===== config.mk =====
export PLATFORM = sky130hd
export DESIGN_NAME = shapool_result_fifo
export DESIGN_NICKNAME = d
export VERILOG_FILES = /design/src/rtl/shapool_result_fifo.sv
export SDC_FILE = /design/constraint.sdc
export NUM_CORES = 1
export LEC_CHECK = 0
export CORE_MARGIN = 2
export CORE_UTILIZATION = 48
export DETAILED_ROUTE_END_ITERATION = 10
export HOLD_SLACK_MARGIN = 0.12
export PLACE_DENSITY = 0.8
export SLEW_MARGIN = 20
export SYNTH_ARGS = -nofsm -noshare
export SYNTH_HDL_FRONTEND = slang
export SYNTH_SLANG_ARGS = --single-unit

===== constraint.sdc =====
create_clock -name clk -period 5.2 [get_ports clk]
set_input_delay 0.78 -clock clk [delete_from_list [all_inputs] [get_ports clk]]
set_output_delay 0.78 -clock clk [all_outputs]
set_load 0.05 [all_outputs]

===== src/rtl/shapool_result_fifo.sv =====
// Result FIFO behind the hashing pool: captures nonces on success pulses, pops via valid/ready.
// Optional macro SHAPOOL_RESULT_STAMP_EN adds a 16-bit free-running timestamp per entry.
module shapool_result_fifo #(
  parameter int unsigned NONCE_WIDTH    = 32,
  parameter int unsigned DEPTH_LOG2     = 2,
  parameter int unsigned DROP_CNT_WIDTH = 8
) (
  input  logic                      clk,
  input  logic                      reset_n,
  input  logic                      flush,
  input  logic                      success,
  input  logic [NONCE_WIDTH-1:0]    nonce,
  output logic                      out_valid,
  input  logic                      out_ready,
  output logic [NONCE_WIDTH-1:0]    out_nonce,
  output logic [15:0]               out_stamp,
  output logic [DEPTH_LOG2:0]       count,
  output logic                      halt,
  output logic                      overflow,
  output logic [DROP_CNT_WIDTH-1:0] drop_count
);

  localparam int unsigned PTR_W   = DEPTH_LOG2 + 1;
  localparam int unsigned DEPTH   = 1 << DEPTH_LOG2;
  localparam int unsigned STAMP_W = 16;

  logic [PTR_W-1:0]          wr_ptr_q, wr_ptr_d;
  logic [PTR_W-1:0]          rd_ptr_q, rd_ptr_d;
  logic [PTR_W-1:0]          count_c, count_d;
  logic                      halt_q, halt_d;
  logic                      overflow_q, overflow_d;
  logic [DROP_CNT_WIDTH-1:0] drop_q, drop_d;
  logic [NONCE_WIDTH-1:0]    nonce_mem_q [DEPTH];

  logic clear_c, full_c, empty_c, pop_c, push_c, drop_c;

  assign clear_c = !reset_n || flush;
  assign count_c = wr_ptr_q - rd_ptr_q;
  assign full_c  = (count_c == PTR_W'(DEPTH));
  assign empty_c = (count_c == '0);
  assign pop_c   = !empty_c && out_ready;
  // A full FIFO still accepts a push when the head leaves in the same cycle.
  assign push_c  = success && (!full_c || pop_c);
  assign drop_c  = success && full_c && !pop_c;

  always_comb begin
    wr_ptr_d   = wr_ptr_q + PTR_W'(push_c);
    rd_ptr_d   = rd_ptr_q + PTR_W'(pop_c);
    count_d    = wr_ptr_d - rd_ptr_d;
    halt_d     = (count_d == PTR_W'(DEPTH));
    overflow_d = overflow_q || drop_c;
    drop_d     = drop_q;
    if (drop_c && (drop_q != '1)) begin
      drop_d = drop_q + DROP_CNT_WIDTH'(1);
    end
  end

  // Control state; reset and flush share one synchronous clear.
  always_ff @(posedge clk) begin
    if (clear_c) begin
      wr_ptr_q   <= '0;
      rd_ptr_q   <= '0;
      halt_q     <= 1'b0;
      overflow_q <= 1'b0;
      drop_q     <= '0;
    end else begin
      wr_ptr_q   <= wr_ptr_d;
      rd_ptr_q   <= rd_ptr_d;
      halt_q     <= halt_d;
      overflow_q <= overflow_d;
      drop_q     <= drop_d;
    end
  end

  // Storage is not reset; outputs are masked while empty.
  always_ff @(posedge clk) begin
    if (!clear_c && push_c) begin
      nonce_mem_q[wr_ptr_q[DEPTH_LOG2-1:0]] <= nonce;
    end
  end

  assign out_valid  = !empty_c;
  assign out_nonce  = empty_c ? '0 : nonce_mem_q[rd_ptr_q[DEPTH_LOG2-1:0]];
  assign count      = count_c;
  assign halt       = halt_q;
  assign overflow   = overflow_q;
  assign drop_count = drop_q;

`ifdef SHAPOOL_RESULT_STAMP_EN
  logic [STAMP_W-1:0] stamp_q;
  logic [STAMP_W-1:0] stamp_mem_q [DEPTH];

  always_ff @(posedge clk) begin
    if (clear_c) begin
      stamp_q <= '0;
    end else begin
      stamp_q <= stamp_q + STAMP_W'(1);
    end
  end

  always_ff @(posedge clk) begin
    if (!clear_c && push_c) begin
      stamp_mem_q[wr_ptr_q[DEPTH_LOG2-1:0]] <= stamp_q;
    end
  end

  assign out_stamp = empty_c ? '0 : stamp_mem_q[rd_ptr_q[DEPTH_LOG2-1:0]];
`else
  assign out_stamp = STAMP_W'(0);
`endif

endmodule


==> metrics.md, run 1 <==
| Metric | Value |
|---|---|
| CORE AREA | 12000 µm² |
| Row cnt | 40 |
| Worst reg-to-reg setup slack | 1.55 ns |
| Worst path cell trace | inv_1, ha_1, fa_1, xnor3_2, inv_1, nor2_4, nor2b_1, clkdlybuf4s50_1 |
| Htree depth | 4 |
| #FFs+latches synth | 144 |
| Clk root buf | clkbuf_16 |
| Final Setup Violations | 0 |
| Max_cap viols | 0 |
| CP Data Required Time | 4.42 ns |
| Chip height | 115 µm |
| Num ports | 99 |
| Setup TNS | 0 ns |
| CP Class | reg -> out |
| RSZ-0062 raised after global routing | no |
| Bufs on Longest Clock Path | 2 |
| Syn Inst Count | 325 |
| Final ANT Viol Nets | 0 |
| Hold Buf Count CTS | 0 |
| Ys Warns | 0 |
| Vias in the first global route | 3147 |
| Cell taking the most area after synthesis | edfxtp_1 |
| Leak pwr | 2.49 nW |
| Post-CTS Setup Bufs | 0 |
| Post-route worst setup slack | 0.827 ns |
| Clock Latency Late Sink | 0.41 ns |
| CP startpoint | wr_ptr_q[0] |
| Unique masters post-synth | 35 |
| Layout Utilization | 62.1% |
| Placed Cells | 549 |
| Non-Filler Instances | 581 |
| Share of layout cells above drive strength 1 | 20.7% |
| Met1 Usage GRT | 19.9% |
| Area taken by multi-input logic gates | 1570 µm² |
| Drt total wl | 10.9 mm |
| Worst-margin pin slew | 0.838 ns |
| Worst-path clk slew | 0.06 ns |
| Register area | 4170 µm² |
| CTS tree | done |
| Worst slack at placement | 1.25 ns |
| Routability congestion estimate | 0.713 |
| WL per Instance | 18.8 µm |
| Slowest CP cell | clkdlybuf4s50_1 |
| CP startpoint kind | flop |
| Part of the Yosys area used for sequential elements | 70.8% |
| Area delta synth->final | 26.8% |
| TritonCTS buffer count | 17 |
| Initial core utilization | 49.0% |
| Ys flop type | edfxtp_1 |
| CP Capture Point | out_nonce[15] |
| Vias/cell | 5.39 |
| Critical path endpoint category | output port |
| Final Power | 2.79 mW |
| Tot GR Track Use | 17.1% |
| First-pass GRT wire length | 16.4 mm |
| Drt pass-1 iters | 4 |
| Grt peak-use layer | met2 |
| Ys async rst share | 0% |
| Port Buffer Count | 82 |
| Slew HR | 44.0% |
| Met3 Use GR | 4.24% |
| Reg2reg start | wr_ptr_q[0] |
| Outcome | finished, final reports clean |
| Synthesized area per cell | 18.1 µm² |
| Slowest cell delay on critical path | 0.75 ns |
| R2R depth | 14 |
| Worst min path class | reg -> reg |
| P per Cell Area | 374 nW/µm² |
| Die Width | 115 µm |
| Nets | 467 |
| Post-cts resize count | 0 |
| Top post-synthesis cells by count | 128 x edfxtp_1, 35 x nor2b_1, 32 x mux4_2 |
| Pin count of the biggest net entering global routing | 35 |
| DRC Markers | 0 |
| Max FO, Critical Path | 34 |
| Met2 usage | 30.2% |
| RR Endpoint | halt |
| Final Hold Viols | 0 |
| Fill count | 833 |
| Post-synth EDFFs | 128 |
| Synth top area share | 65.3% |
| Placed wire-length estimate | 6.57 mm |
| CP most frequent cell | inv_1 |
| Most common cell in the synthesized netlist | edfxtp_1 |
| Synth Cell Area | 5880 µm² |
| Max IR drop VDD | 0.197 mV |
| Iteration-0 DRC Markers | 192 |
| FMAX | 229 MHz |
| Synth area leaders | edfxtp_1 65%, mux4_2 12%, dfxtp_1 5.4% |
| Worst Clk Skew | 0.0105 ns |
| Global route overflow | 0 |
| Max Slew Vio Count | 0 |
| DR vias | 3132 |
| WP data arrival | 3.59 ns |
| Antenna diodes | 0 |
| Die area | 13200 µm² |
| Fin crit share | 84.1% |
| CTS sink cnt | 144 |
| Min cycle time layout | 4.37 ns |
| Initial antenna violation count | 0 |
[layer usage]
layer,vias up,routed length (µm)
met3,16,433
met1,1602,4470
met2,90,5800
met4,0,230
li1,1424,-
met5,-,0
[logic make-up after synthesis]
family | Yosys count | synth area share [%]
other | 1 | 0.0637
XOR/XNOR | 5 | 1.00
buffers and inverters | 43 | 4.00
multiplexers | 32 | 12.3
AO/OA/AOI/OAI | 17 | 2.11
AND/OR/NAND/NOR | 74 | 7.76
flip-flops | 144 | 70.8
adder cells (fa/ha/maj) | 9 | 2.04
[registers in the layout, indices dropped and copies added (netlist names)]
name	flops
rd_ptr_q	3
halt	1
nonce_mem_q	128
overflow	1
wr_ptr_q	3
drop_count	8
[cell type report]
cell class,count,area share (%)
Multi-Input combinational cell,153,21.1
Timing Repair Buffer,92,12.0
Clock inverter,15,2.26
Sequential cell,144,55.9
Clock buffer,17,5.70
Inverter,13,0.654
Tap cell,147,2.47
[through the flow]
step	hold slack [ns]	area, µm²
after global routing	0.506	7460
after floorplan	0.521	5940
after global placement	0.457	6870
after CTS	0.486	7460
final	0.476	7460
after detailed placement	0.474	6870
[layout by cell type (no fill, tap or decap), types with 4 or more instances in the layout]
cell type          n
nor4_2             4
nor2b_1           35
a31oi_1            5
conb_1            16
edfxtp_1         128
clkinvlp_4         5
dfxtp_1           14
inv_1             13
nand2_1            7
a21oi_1            5
clkbuf_16         17
mux4_2            32
clkinv_2           4
clkdlybuf4s50_1   82
buf_4             10
ha_1               8
nor2_1             9
[power breakdown]
group	internal [mW]	switching, mW	leakage (nW)
sequential	1.27	0.00359	1.29
combinational	0.105	0.203	0.925
clock	0.750	0.457	0.278
total	2.13	0.663	2.49
[worst min path at each step]
stage,slack (ns),from,depth (start not counted),endpoint
2_1_floorplan,0.52,rd_ptr_q[2],2,rd_ptr_q[2]
3_3_place_gp,0.46,overflow,2,overflow
3_5_place_dp,0.47,overflow,2,overflow
4_1_cts,0.49,overflow,2,overflow
5_1_grt,0.51,overflow,2,overflow
6_report,0.48,overflow,2,overflow
[critical path: cells and delay by family, from the launching register on]
family                   cells  cell delay, ns
adder cells (fa/ha/maj)      2            0.61
XOR/XNOR                     1            0.31
flip-flops                   1            0.42
buffers and inverters        3            0.97
AND/OR/NAND/NOR              2            0.85
Power figures use the tool's default switching activity.
==> run 2, diff against run 1 <==
Settings changed: CORE_UTILIZATION 48 to 53, PLACE_DENSITY 0.8 to 0.84.
Clock period 5.2 ns to 4.07 ns, I/O delays scaled along.
==> run 2 against run 1 <==
  * Critical path depth increased by 1
  * Clock skew decreased by 0.0015 ns
  * Wire length increased by 4.5%
  * Design area increased by 1.3%
  * Cell count decreased by 0.52%
  * Via count increased by 3.2%
  * First-iteration DRC count increased by 9.9%
  * Clock power increased by 32%
  * Worst setup slack got worse by 0.72 ns
==> metrics.md, run 2 (same netlist as run 1, synthesis figures left out) <==
| Metric | Value |
|---|---|
| Hold EP | overflow |
| Max_cap viols | 0 |
| Antenna diodes | 0 |
| Vias in the first global route | 3451 |
| Final ANT Viol Nets | 0 |
| Htree depth | 4 |
| Die Width | 109 µm |
| Max reg flops | 128 |
| WL per Instance | 19.8 µm |
| Initial antenna violation count | 0 |
| Final Hold Viols | 0 |
| Worst slack at placement | 0.529 ns |
| Clock Latency Late Sink | 0.53 ns |
| Chip height | 109 µm |
| Most frequent cells in the layout | 128 x edfxtp_1, 65 x clkdlybuf4s50_1, 35 x nor2b_1 |
| CP Data Required Time | 3.46 ns |
| Min cycle time layout | 3.96 ns |
| Reg2reg start | wr_ptr_q[0] |
| Initial core utilization | 54.3% |
| Die area | 12000 µm² |
| Routability congestion estimate | 0.743 |
| TritonCTS buffer count | 17 |
| Drt total wl | 11.4 mm |
| Max IR drop VDD | 0.445 mV |
| Placed wire-length estimate | 6.98 mm |
| Outcome | finished, final reports clean |
| First-pass GRT wire length | 17.9 mm |
| Clk root buf | clkbuf_8 |
| CTS sink cnt | 144 |
| Max Slew Vio Count | 0 |
| CP Class | reg -> out |
| Fin crit share | 97.3% |
| Pin count of the biggest net entering global routing | 34 |
| Max FO, Critical Path | 6 |
| Layout Utilization | 69.7% |
| Bufs on Longest Clock Path | 2 |
| Worst min path class | reg -> reg |
| P per Cell Area | 482 nW/µm² |
| Share of layout cells above drive strength 1 | 20.5% |
| CP startpoint | wr_ptr_q[0] |
| R2R depth | 12 |
| WHS Path Cells | 2 |
| RR Endpoint | halt |
| Worst-path clk slew | 0.06 ns |
| Port Buffer Count | 82 |
| Hold Buf Count CTS | 0 |
| Row cnt | 38 |
| CORE AREA | 10800 µm² |
| WP data arrival | 3.35 ns |
| Global route overflow | 0 |
| Area delta synth->final | 28.5% |
| Tot GR Track Use | 20.9% |
| Num ports | 99 |
| Final Setup Violations | 0 |
| Most common cell after layout, fill and taps aside | edfxtp_1 |
| DR vias | 3231 |
| Post-route worst setup slack | 0.110 ns |
| Leak pwr | 2.79 nW |
| Slew HR | 51.3% |
| Iteration-0 DRC Markers | 211 |
| Worst reg-to-reg setup slack | 0.64 ns |
| FMAX | 253 MHz |
| Critical path endpoint category | output port |
| Drt pass-1 iters | 4 |
| Fill count | 678 |
| Vias/cell | 5.59 |
| Nets | 472 |
| Worst-margin pin slew | 0.731 ns |
| Hold_sp | overflow |
| CTS tree | done |
| Worst Clk Skew | 0.00904 ns |
| DRC Markers | 0 |
| CP startpoint kind | flop |
run 2: changes by cell type in the layout (fill, tap and decap cells not counted), sizes merged:
cell | previous run | this run
buf | 10 | 15
bufinv | 3 | 5
clkbuf | 17 | 20
clkdlybuf4s50 | 82 | 65
clkinv | 6 | 3
clkinvlp | 5 | 3
dlygate4sd2 | 0 | 1
dlymetal6s2s | 0 | 16
inv | 14 | 13
run 2: layer usage:
metal	vias to the layer above	global-route usage, %	wire (µm)
met1	1628	25.4	4440
met5	-	0	0
met3	24	5.63	712
met4	0	9.13	269
met2	145	35.4	6000
li1	1434	-	-
run 2: critical path: stages, from the launching register on:
cell             delay (ns)
dfxtp_1                0.42
inv_1                  0.13
ha_1                   0.24
fa_1                   0.37
xnor3_2                0.30
inv_1                  0.15
nor2_4                 0.08
buf_4                  0.17
nor2b_1                0.13
clkdlybuf4s50_1        0.83
run 2: final cells by class:
class,count,area [µm²],share of cell area [%]
clock inverter,11,189,2.50
tap,140,175,2.32
multi-input combinational,153,1570,20.8
clock buffer,20,425,5.63
inverter,13,48.8,0.645
sequential,144,4170,55.1
timing repair buffer,97,985,13.0
run 2: worst max path at each step:
stage | cells past startpoint | to
after floorplan | 6 | nonce_mem_q[0][0]
after global placement | 9 | out_nonce[0]
after detailed placement | 9 | out_nonce[27]
after CTS | 9 | out_nonce[7]
after global routing | 9 | out_nonce[29]
final | 9 | out_nonce[9]
run 2: stage by stage:
stage          setup TNS (ns)  total power [mW]  instance area (µm²)  hold slack (ns)  cells
2_1_floorplan         -119.56              1.92                 5940            0.521    340
3_3_place_gp                0              2.05                 6880            0.454    543
3_5_place_dp                0              2.06                 6880            0.472    543
4_1_cts                     0              3.67                 7520            0.485    578
5_1_grt              -0.00941              3.76                 7560            0.522    578
6_report                    0              3.64                 7560            0.488    578
run 2: power breakdown:
group | internal, mW | switching, mW
logic | 0.146 | 0.265
registers | 1.62 | 0.00452
clock network | 1.05 | 0.555
run 2: what timing repair did:
action,in CTS,in global routing
endpoints found under the setup margin,18,16
pin swaps,1,0
setup buffers,4,0
gates resized for setup,1,16
==> run 3, diff against run 2 <==
Settings changed: CORE_MARGIN 2 to not set.
==> run 3 against run 2 <==
  * Core utilization fell by 2.6 points
  * Count of clock-buffer cells in the layout rose by 2
  * Sequential power barely moved
  * First-iteration DRC count fell by 22%
==> metrics.md, run 3 (same netlist as run 1, synthesis figures left out) <==
| Metric | Value |
|---|---|
| Min cycle time layout | 3.66 ns |
| Internal | 2.60 mW |
| CTS tree | done |
| Iteration-0 DRC Markers | 164 |
| Die Width | 107 µm |
| Area taken by multi-input logic gates | 1570 µm² |
| Bufs on Longest Clock Path | 2 |
| Most common cell after layout, fill and taps aside | edfxtp_1 |
| RR Endpoint | halt |
| R2R depth | 12 |
| Slowest CP cell | dfxtp_1 |
| Max reg flops | 128 |
| DRC Markers | 0 |
| Metal2 WL | 5.44 mm |
| Die area | 11500 µm² |
| Switching part of the total | 23.3% |
| Hold Buf Count CTS | 0 |
| Placed Cells | 540 |
| Wire length on met3 | 636 µm |
| RSZ-0062 raised after global routing | no |
| Leak pwr | 2.51 nW |
| Layout Utilization | 67.2% |
| Worst slack at placement | 0.735 ns |
| Outcome | finished, final reports clean |
| Hold_sp | overflow |
| Post-route worst setup slack | 0.410 ns |
| Critical path endpoint category | output port |
| Post-cts resize count | 0 |
| Pin count of the biggest net entering global routing | 34 |
| Non-Filler Instances | 570 |
| Max IR drop VDD | 0.290 mV |
| WP data arrival | 3.05 ns |
| Worst min path class | reg -> reg |
| Wl on met1 | 4.48 mm |
| Final Power | 3.39 mW |
| Vias/cell | 5.50 |
| Num ports | 99 |
| Worst-path clk slew | 0.06 ns |
| Drt total wl | 10.7 mm |
| Share of layout cells above drive strength 1 | 26.0% |
| NetSw | 0.789 mW |
| Tot GR Track Use | 20.7% |
| Htree depth | 4 |
| FMAX | 273 MHz |
| Gate power share | 11.3% |
| Fill count | 708 |
| WL per Instance | 18.8 µm |
| CP Data Required Time | 3.46 ns |
| Final Setup Violations | 0 |
| P per Cell Area | 466 nW/µm² |
| Dpl cell area | 6760 µm² |
| Post-CTS Setup Bufs | 0 |
| Vias in the first global route | 3291 |
| Drt pass-1 iters | 5 |
| Max Slew Vio Count | 0 |
| Global route overflow | 0 |
| Top Layer Used | met4 |
| Nets | 465 |
| Max_cap viols | 0 |
| Fin crit share | 89.9% |
| Hold EP | overflow |
| Slew HR | 49.0% |
| Seq pwr share | 48.0% |
| Design area | 7280 µm² |
| Clock share of power | 40.7% |
| Final ANT Viol Nets | 0 |
| Port Buffer Count | 82 |
| First-pass GRT wire length | 16.9 mm |
| CTS sink cnt | 144 |
| Chip height | 107 µm |
| WHS Path Cells | 2 |
| TritonCTS buffer count | 17 |
| Placed wire-length estimate | 6.45 mm |
| CP startpoint kind | flop |
| Area delta synth->final | 23.8% |
| Clk root buf | clkbuf_8 |
| Worst Clk Skew | 0.00590 ns |
| Antenna diodes | 0 |
| Routability congestion estimate | 0.759 |
| Final Hold Viols | 0 |
| Worst path cell trace | inv_1, ha_1, fa_1, xnor3_2, inv_1, nor2_4, buf_4, nor2b_1, buf_4 |
| Clock Latency Late Sink | 0.51 ns |
| CORE AREA | 10800 µm² |
| Initial core utilization | 54.3% |
| Slowest cell delay on critical path | 0.40 ns |
| CP Class | reg -> out |
| Most frequent cells in the layout | 128 x edfxtp_1, 49 x clkdlybuf4s50_1, 41 x buf_4 |
| Worst-margin pin slew | 0.765 ns |
| Initial antenna violation count | 0 |
| Reg2reg start | wr_ptr_q[0] |
| Register area | 4170 µm² |
| DR vias | 3135 |
| Max FO, Critical Path | 22 |
| Worst reg-to-reg setup slack | 0.70 ns |
| Row cnt | 38 |
## run 3: cell count changes in the layout (fill, tap and decap cells not counted)
| cell | previous run | this run |
|---|---|---|
| bufinv_16 | 5 | 2 |
| clkdlybuf4s50_1 | 65 | 49 |
| clkinv_1 | 2 | 3 |
| buf_4 | 14 | 41 |
| clkinv_2 | 0 | 1 |
| buf_12 | 1 | 0 |
| clkbuf_1 | 3 | 5 |
| dlygate4sd2_1 | 1 | 0 |
| dlymetal6s2s_1 | 16 | 0 |
| clkinv_4 | 1 | 0 |
| clkinvlp_4 | 3 | 2 |
## run 3: area by class of cell
cell class                 instances  share of cell area, %
multi-input combinational        153                   21.6
clock buffer                      22                   5.94
clock inverter                     8                   1.25
inverter                          13                  0.670
tap                              140                   2.41
timing repair buffer              90                   11.0
sequential                       144                   57.2
## run 3: how the worst max path moves through the flow
stage	start	endpoint	slack, ns
6_report	wr_ptr_q[0]	out_nonce[4]	0.41
5_1_grt	wr_ptr_q[0]	out_nonce[8]	0.20
4_1_cts	wr_ptr_q[0]	out_nonce[8]	0.35
3_5_place_dp	wr_ptr_q[0]	halt	0.74
3_3_place_gp	wr_ptr_q[0]	halt	0.90
2_1_floorplan	wr_ptr_q[0]	nonce_mem_q[0][0]	-0.93
## run 3: worst max-delay path, delay by kind of cell, from the launching register on
family                     cells  cell delay (ns)
xor gates and xnor gates       1             0.32
buffers and inverters          4             0.78
adders and majority gates      2             0.61
and+or+nand+nor                2             0.42
DFF                            1             0.40
## run 3: per-stage QoR
stage               TNS, ns  hold WS [ns]
finish                    0         0.476
global route              0         0.517
CTS                       0         0.482
detailed placement        0         0.468
global placement          0         0.455
floorplan           -119.56         0.521
## run 3: power groups by stage
stage	registers (mW)	clock network (mW)	logic [mW]
detailed placement	1.66	0	0.383
finish	1.63	1.38	0.382
floorplan	1.66	0	0.262
global route	1.63	1.47	0.402
global placement	1.66	0	0.378
CTS	1.63	1.41	0.385
## run 3: per-layer routing
layer,up-vias,track usage [%]
li1,1420,-
met1,1575,25.3
met2,120,33.2
met3,20,7.08
met4,0,9.69
met5,-,0
